==> config.mk <==
export PLATFORM = sky130hd
export DESIGN_NAME = alu_load_sequencer
export DESIGN_NICKNAME = d
export VERILOG_FILES = /design/src/rtl/alu_load_sequencer.sv
export SDC_FILE = /design/constraint.sdc
export NUM_CORES = 1
export LEC_CHECK = 0
export CORE_AREA = 2 2 91 67
export CTS_BUF_LIST = sky130_fd_sc_hd__clkbuf_8
export CTS_CLUSTER_DIAMETER = 30
export DETAILED_ROUTE_END_ITERATION = 6
export DIE_AREA = 0 0 93 69
export DONT_BUFFER_PORTS = 1
export GPL_ROUTABILITY_DRIVEN = 0
export PLACE_DENSITY = 0.5
export SLEW_MARGIN = 40
export SYNTH_ARGS = -nofsm -noshare
export SYNTH_HDL_FRONTEND = slang
export SYNTH_SLANG_ARGS = --single-unit
==> constraint.sdc <==
create_clock -name clock -period 1.8 [get_ports clock]
set_clock_uncertainty 0.1 [all_clocks]
set_input_delay 0.45 -clock clock [delete_from_list [all_inputs] [get_ports clock]]
set_output_delay 0.45 -clock clock [all_outputs]
set_load 0.005 [all_outputs]
==> src/rtl/alu_load_sequencer.sv <==
// Operator-paced loader for a registered ALU: each debounced press of btn_load latches
// the switches into A, B, then the opcode, and finally triggers and captures one evaluation.
module alu_load_sequencer #(
  parameter int N_SWITCH        = 6,
  parameter int DEBOUNCE_CYCLES = 16,
  parameter int ALU_LATENCY     = 1
) (
  input  logic                clock,
  input  logic                reset_n,
  input  logic [N_SWITCH-1:0] switches,
  input  logic                btn_load,
  input  logic                btn_clear,
  input  logic [N_SWITCH-1:0] alu_result,
  output logic [N_SWITCH-1:0] data_a,
  output logic [N_SWITCH-1:0] data_b,
  output logic [N_SWITCH-1:0] op,
  output logic                alu_start,
  output logic [N_SWITCH-1:0] result_leds,
  output logic [1:0]          step,
  output logic                busy
);

  // state   | meaning
  // LOAD_A  | next load press latches switches into data_a
  // LOAD_B  | next load press latches switches into data_b
  // LOAD_OP | next load press latches switches into op and starts the ALU
  // SHOW    | waiting for / displaying the captured result
  localparam logic [1:0] LOAD_A  = 2'd0;
  localparam logic [1:0] LOAD_B  = 2'd1;
  localparam logic [1:0] LOAD_OP = 2'd2;
  localparam logic [1:0] SHOW    = 2'd3;

  localparam int DW = $clog2(DEBOUNCE_CYCLES + 1);
  localparam int LW = $clog2(ALU_LATENCY + 1);

  // bit 0 = load button, bit 1 = clear button
  logic [1:0]    btn_raw;
  logic [1:0]    sync_1;
  logic [1:0]    sync_2;
  logic [1:0]    deb;
  logic [1:0]    deb_q;
  logic [DW-1:0] db_cnt [2];
  logic          load_evt;
  logic          clear_evt;
  logic [1:0]    state;
  logic [LW-1:0] lat_cnt;

  assign btn_raw = {btn_clear, btn_load};

  always_ff @(posedge clock or negedge reset_n) begin
    if (!reset_n) begin
      sync_1 <= '0;
      sync_2 <= '0;
      deb    <= '0;
      deb_q  <= '0;
      for (int i = 0; i < 2; i++) db_cnt[i] <= '0;
    end else begin
      sync_1 <= btn_raw;
      sync_2 <= sync_1;
      deb_q  <= deb;
      // Any cycle where the synchronized level agrees with the debounced one restarts the count.
      for (int i = 0; i < 2; i++) begin
        if (sync_2[i] == deb[i]) begin
          db_cnt[i] <= '0;
        end else if (db_cnt[i] == DW'(DEBOUNCE_CYCLES - 1)) begin
          deb[i]    <= sync_2[i];
          db_cnt[i] <= '0;
        end else begin
          db_cnt[i] <= db_cnt[i] + DW'(1);
        end
      end
    end
  end

  assign load_evt  = deb[0] & ~deb_q[0];
  assign clear_evt = deb[1] & ~deb_q[1];

  always_ff @(posedge clock or negedge reset_n) begin
    if (!reset_n) begin
      state       <= LOAD_A;
      data_a      <= '0;
      data_b      <= '0;
      op          <= '0;
      result_leds <= '0;
      alu_start   <= 1'b0;
      busy        <= 1'b0;
      lat_cnt     <= '0;
    end else begin
      alu_start <= 1'b0;
      // Clear outranks everything, including a load press landing on the same cycle.
      if (clear_evt) begin
        state   <= LOAD_A;
        busy    <= 1'b0;
        lat_cnt <= '0;
      end else begin
        if (busy) begin
          if (lat_cnt == '0) begin
            result_leds <= alu_result;
            busy        <= 1'b0;
          end else begin
            lat_cnt <= lat_cnt - LW'(1);
          end
        end
        if (load_evt) begin
          case (state)
            LOAD_A: begin
              data_a <= switches;
              state  <= LOAD_B;
            end
            LOAD_B: begin
              data_b <= switches;
              state  <= LOAD_OP;
            end
            LOAD_OP: begin
              op        <= switches;
              state     <= SHOW;
              alu_start <= 1'b1;
              busy      <= 1'b1;
              lat_cnt   <= LW'(ALU_LATENCY - 1);
            end
            default: begin
              if (!busy) state <= LOAD_A;
            end
          endcase
        end
      end
    end
  end

  assign step = state;

endmodule

==> impl_results.md <==
- Worst Path Max Fanout: 3
- Crit path DAT: 1.64 ns
- Sw Pwr: 0.4002 mW
- Max-slew headroom: 71.79%
- Clk network pwr share: 36.3%
- Critical path launch point: step[1]
- Detailed Routing Iterations Pass 1: 4
- Initial antenna violation count: 0
- Final antenna diode count: 0
- GRT Util Overall: 10.77%
- Critical Path RT: 1.88 ns
- Row count: 23
- WL/cell: 14.73 µm
- Reg-to-Reg End: step[0]
- Post-Synth Simple-Gate Area: 11.25%
- Status: finished, final reports clean
- Die area: 6417 µm²
- Mean Syn Cell Area: 14.71 µm²
- Setup WS pre-CTS: 0.2363 ns
- Reg2Reg Launch Point: step[1]
- # Post-CTS Setup Buffers: 0
- Clock root cell: clkbuf_8
- Max VDD drop: 0.4524 mV
- Period Utilization, post-route: 87.06%
- Warnings from Yosys: 0
- Sw frac: 21.37%
- Critical Path Max Stage Delay: 0.42 ns
- Synth Area in Compound Gates: 2.344%
- Initial Utilization: 33.81%
- Chip Height: 69 µm
- Clock sink count: 47
- Placed instance count: 201
- RSZ-0062 raised after global routing: no
- Clk slew on worst S/H paths: 0.09 ns
- R2R Setup Slk: 0.23 ns
- Largest family of logic cells by synthesized area: multiplexers
- Comb pwr share: 4.0%
- Fin Hold WS: 0.08078 ns
- Fin. Hold Viols: 0
- Total Nets Final: 156
- # IOs: 44
- First-pass GRT wire length: 5285 µm
- Kind of critical path: flip-flop to flip-flop
- Global route overflow: 0
- Worst setup EP type: flip-flop
- Cell family with most CP delay: flip-flops
- Syn Nets: 148
- Ratio of cells with drive above 1 in the final layout: 29.41%
- Die width: 93 µm
- DRC: 0
- Seq/Total Area, Yosys: 62.96%
- Final cell count without fillers: 211
- PD cells: 896.7 nW/µm²
- Synth cell types: 24
- Multiplexer share of the synthesized area: 15.67%
- Worst Max-Slew Pin Slew: 0.4231 ns
- Post-layout min period: 1.567 ns
- Overall Power: 1.873 mW
- Sequential share of power: 59.7%
- Mapped Area: 1868 µm²
- Final setup violation count: 0
- CTS tree: done
- Core Area: 5525 µm²
- Vias in the first global route: 1058
- Post-Synth XOR/XNOR Area: 2.813%
- Max-Cap Viols: 0
- Adder-Cell Fraction of Synth Area: 3.349%
- Worst path cell trace: inv_1 -> ha_1 -> nor2b_1 -> nor3_1 -> a221oi_1
- # port buffers: 0
- Largest net degree at the start of global routing: 48
- Critical-path top delay cell: dfrtp_1
- WP buf/inv: 1
- Routed wire length: 3109 µm
- Cell-internal power: 1.472 mW
- DRC marker count from the first detailed-route iteration: 46
- Cells after synthesis: 127
- Hold path start: btn_clear
- CP Launch Type: flip-flop
- Leak: 0.9732 nW
- Register-to-Register Path Depth: 5
- H-tree depth: 2
- Worst-skew pair later-pin latency: 0.29 ns
- Max clock buf depth: 2
- Post-DRT Antenna Nets: 0
- Post-DP HPWL: 2191 µm
- WHS Path Cells: 0
- F_max: 638.2 MHz
- DR vias/cell: 4.569
- HP Class: input pin to flip-flop
- CTS buffer count: 5
- WHS Endpoint: sync_1[1]
- Pins Over Slew Limit: 0
- Via count: 964
- Seq cells post-synth: 47
- Setup WS post-layout: 0.2330 ns
- Synth-to-Final Area Change: 11.79%
- Setup TNS: 0 ns
==> metal layers <==
layer | part of all wire [%] | up-vias | GRT usage (%)
met5 | 0 | - | 0
met4 | 1.2 | 0 | 4.412
met3 | 7.8 | 4 | 4.590
met2 | 45 | 29 | 15.38
met1 | 46 | 487 | 14.39
li1 | - | 444 | -
==> registers in the layout, indices dropped and copies added, names as in the netlist <==
register	flops
deb_q	2
result_leds	6
data_b	6
alu_start	1
step	2
data_a	6
deb	2
lat_cnt	1
sync_2	2
sync_1	2
op	6
db_cnt	10
busy	1
==> synth_stat cells (all sizes together) <==
master	count	share of area, %
a21oi	1	0.27
and2	2	0.67
nor3	1	0.27
and2b	1	0.40
buf	1	0.60
ha	5	3.3
nand2b	2	0.80
inv	5	1.0
nor2b	2	1.1
o21ai	3	0.80
and3	2	0.67
xor2	6	2.8
nor3b	1	1.0
nand3	8	4.2
a211oi	1	0.40
dfrtp	47	63
a221oi	1	0.47
mux2	26	16
a21o	1	0.40
nand2	3	0.60
nor2	8	1.6
==> power groups by stage <==
| stage | registers [mW] | logic (mW) | clock network (mW) |
|---|---|---|---|
| after detailed placement | 1.14 | 0.0478 | 0 |
| after floorplan | 1.13 | 0.0414 | 0 |
| after global routing | 1.12 | 0.0892 | 0.757 |
| after CTS | 1.12 | 0.0785 | 0.704 |
| final | 1.12 | 0.0755 | 0.679 |
| after global placement | 1.14 | 0.0447 | 0 |
==> kinds of logic after synthesis <==
| kind of cell | Yosys count |
|---|---|
| adder cells (fa/ha/maj) | 5 |
| XOR/XNOR | 6 |
| AO/OA/AOI/OAI | 7 |
| flip-flops | 47 |
| multiplexers | 26 |
| buffers and inverters | 6 |
| AND/OR/NAND/NOR | 30 |
==> placed cells by master (no fill, tap or decap) <==
cell and instances:
and2_1 2, nand3_4 3, dfrtp_1 47, o21ai_0 3, clkbuf_8 7, dlygate4sd3_1 1, a211oi_1 1, nor3_1 1
nand2b_1 1, nor3b_4 1, and2b_1 1, nor2b_4 1, a21o_1 1, xor2_1 6, nand3_1 5, a21oi_1 1
buf_16 1, nand2_1 3, nor2b_1 1, inv_1 6, nor2_1 8, and3_1 2, nand2b_2 1, ha_1 5
a221oi_1 1, mux2_2 26
==> per-stage QoR <==
stage	util, %	instance area, µm²
final	37.79	2088
after global routing	37.79	2088
after CTS	37.79	2088
after detailed placement	35.30	1951
after global placement	35.30	1951
after floorplan	-	1868
==> worst max path at each step <==
stage | endpoint | slack (ns) | cells after the start
detailed placement | step[0] | 0.24 | 5
CTS | step[0] | 0.20 | 5
floorplan | result_leds[0] | 0.39 | 3
global placement | step[0] | 0.25 | 5
finish | step[0] | 0.23 | 5
global route | step[0] | 0.08 | 5
==> layout make-up <==
cell class | count | area (µm²)
fillers | 541 | 3437
repair buffers | 2 | 37.54
inverters | 5 | 18.77
clock inverters | 1 | 3.754
clock buffers | 7 | 96.34
flip-flops and latches | 47 | 1176
well taps | 75 | 93.84
multi-input cells | 74 | 661.9
==> what timing repair did <==
action / 4_1_cts / 5_1_grt
endpoints found under the hold margin: 47 / 0
hold buffers: 2 / 0
gates resized for setup: 0 / 0
Power figures use the tool's default switching activity.
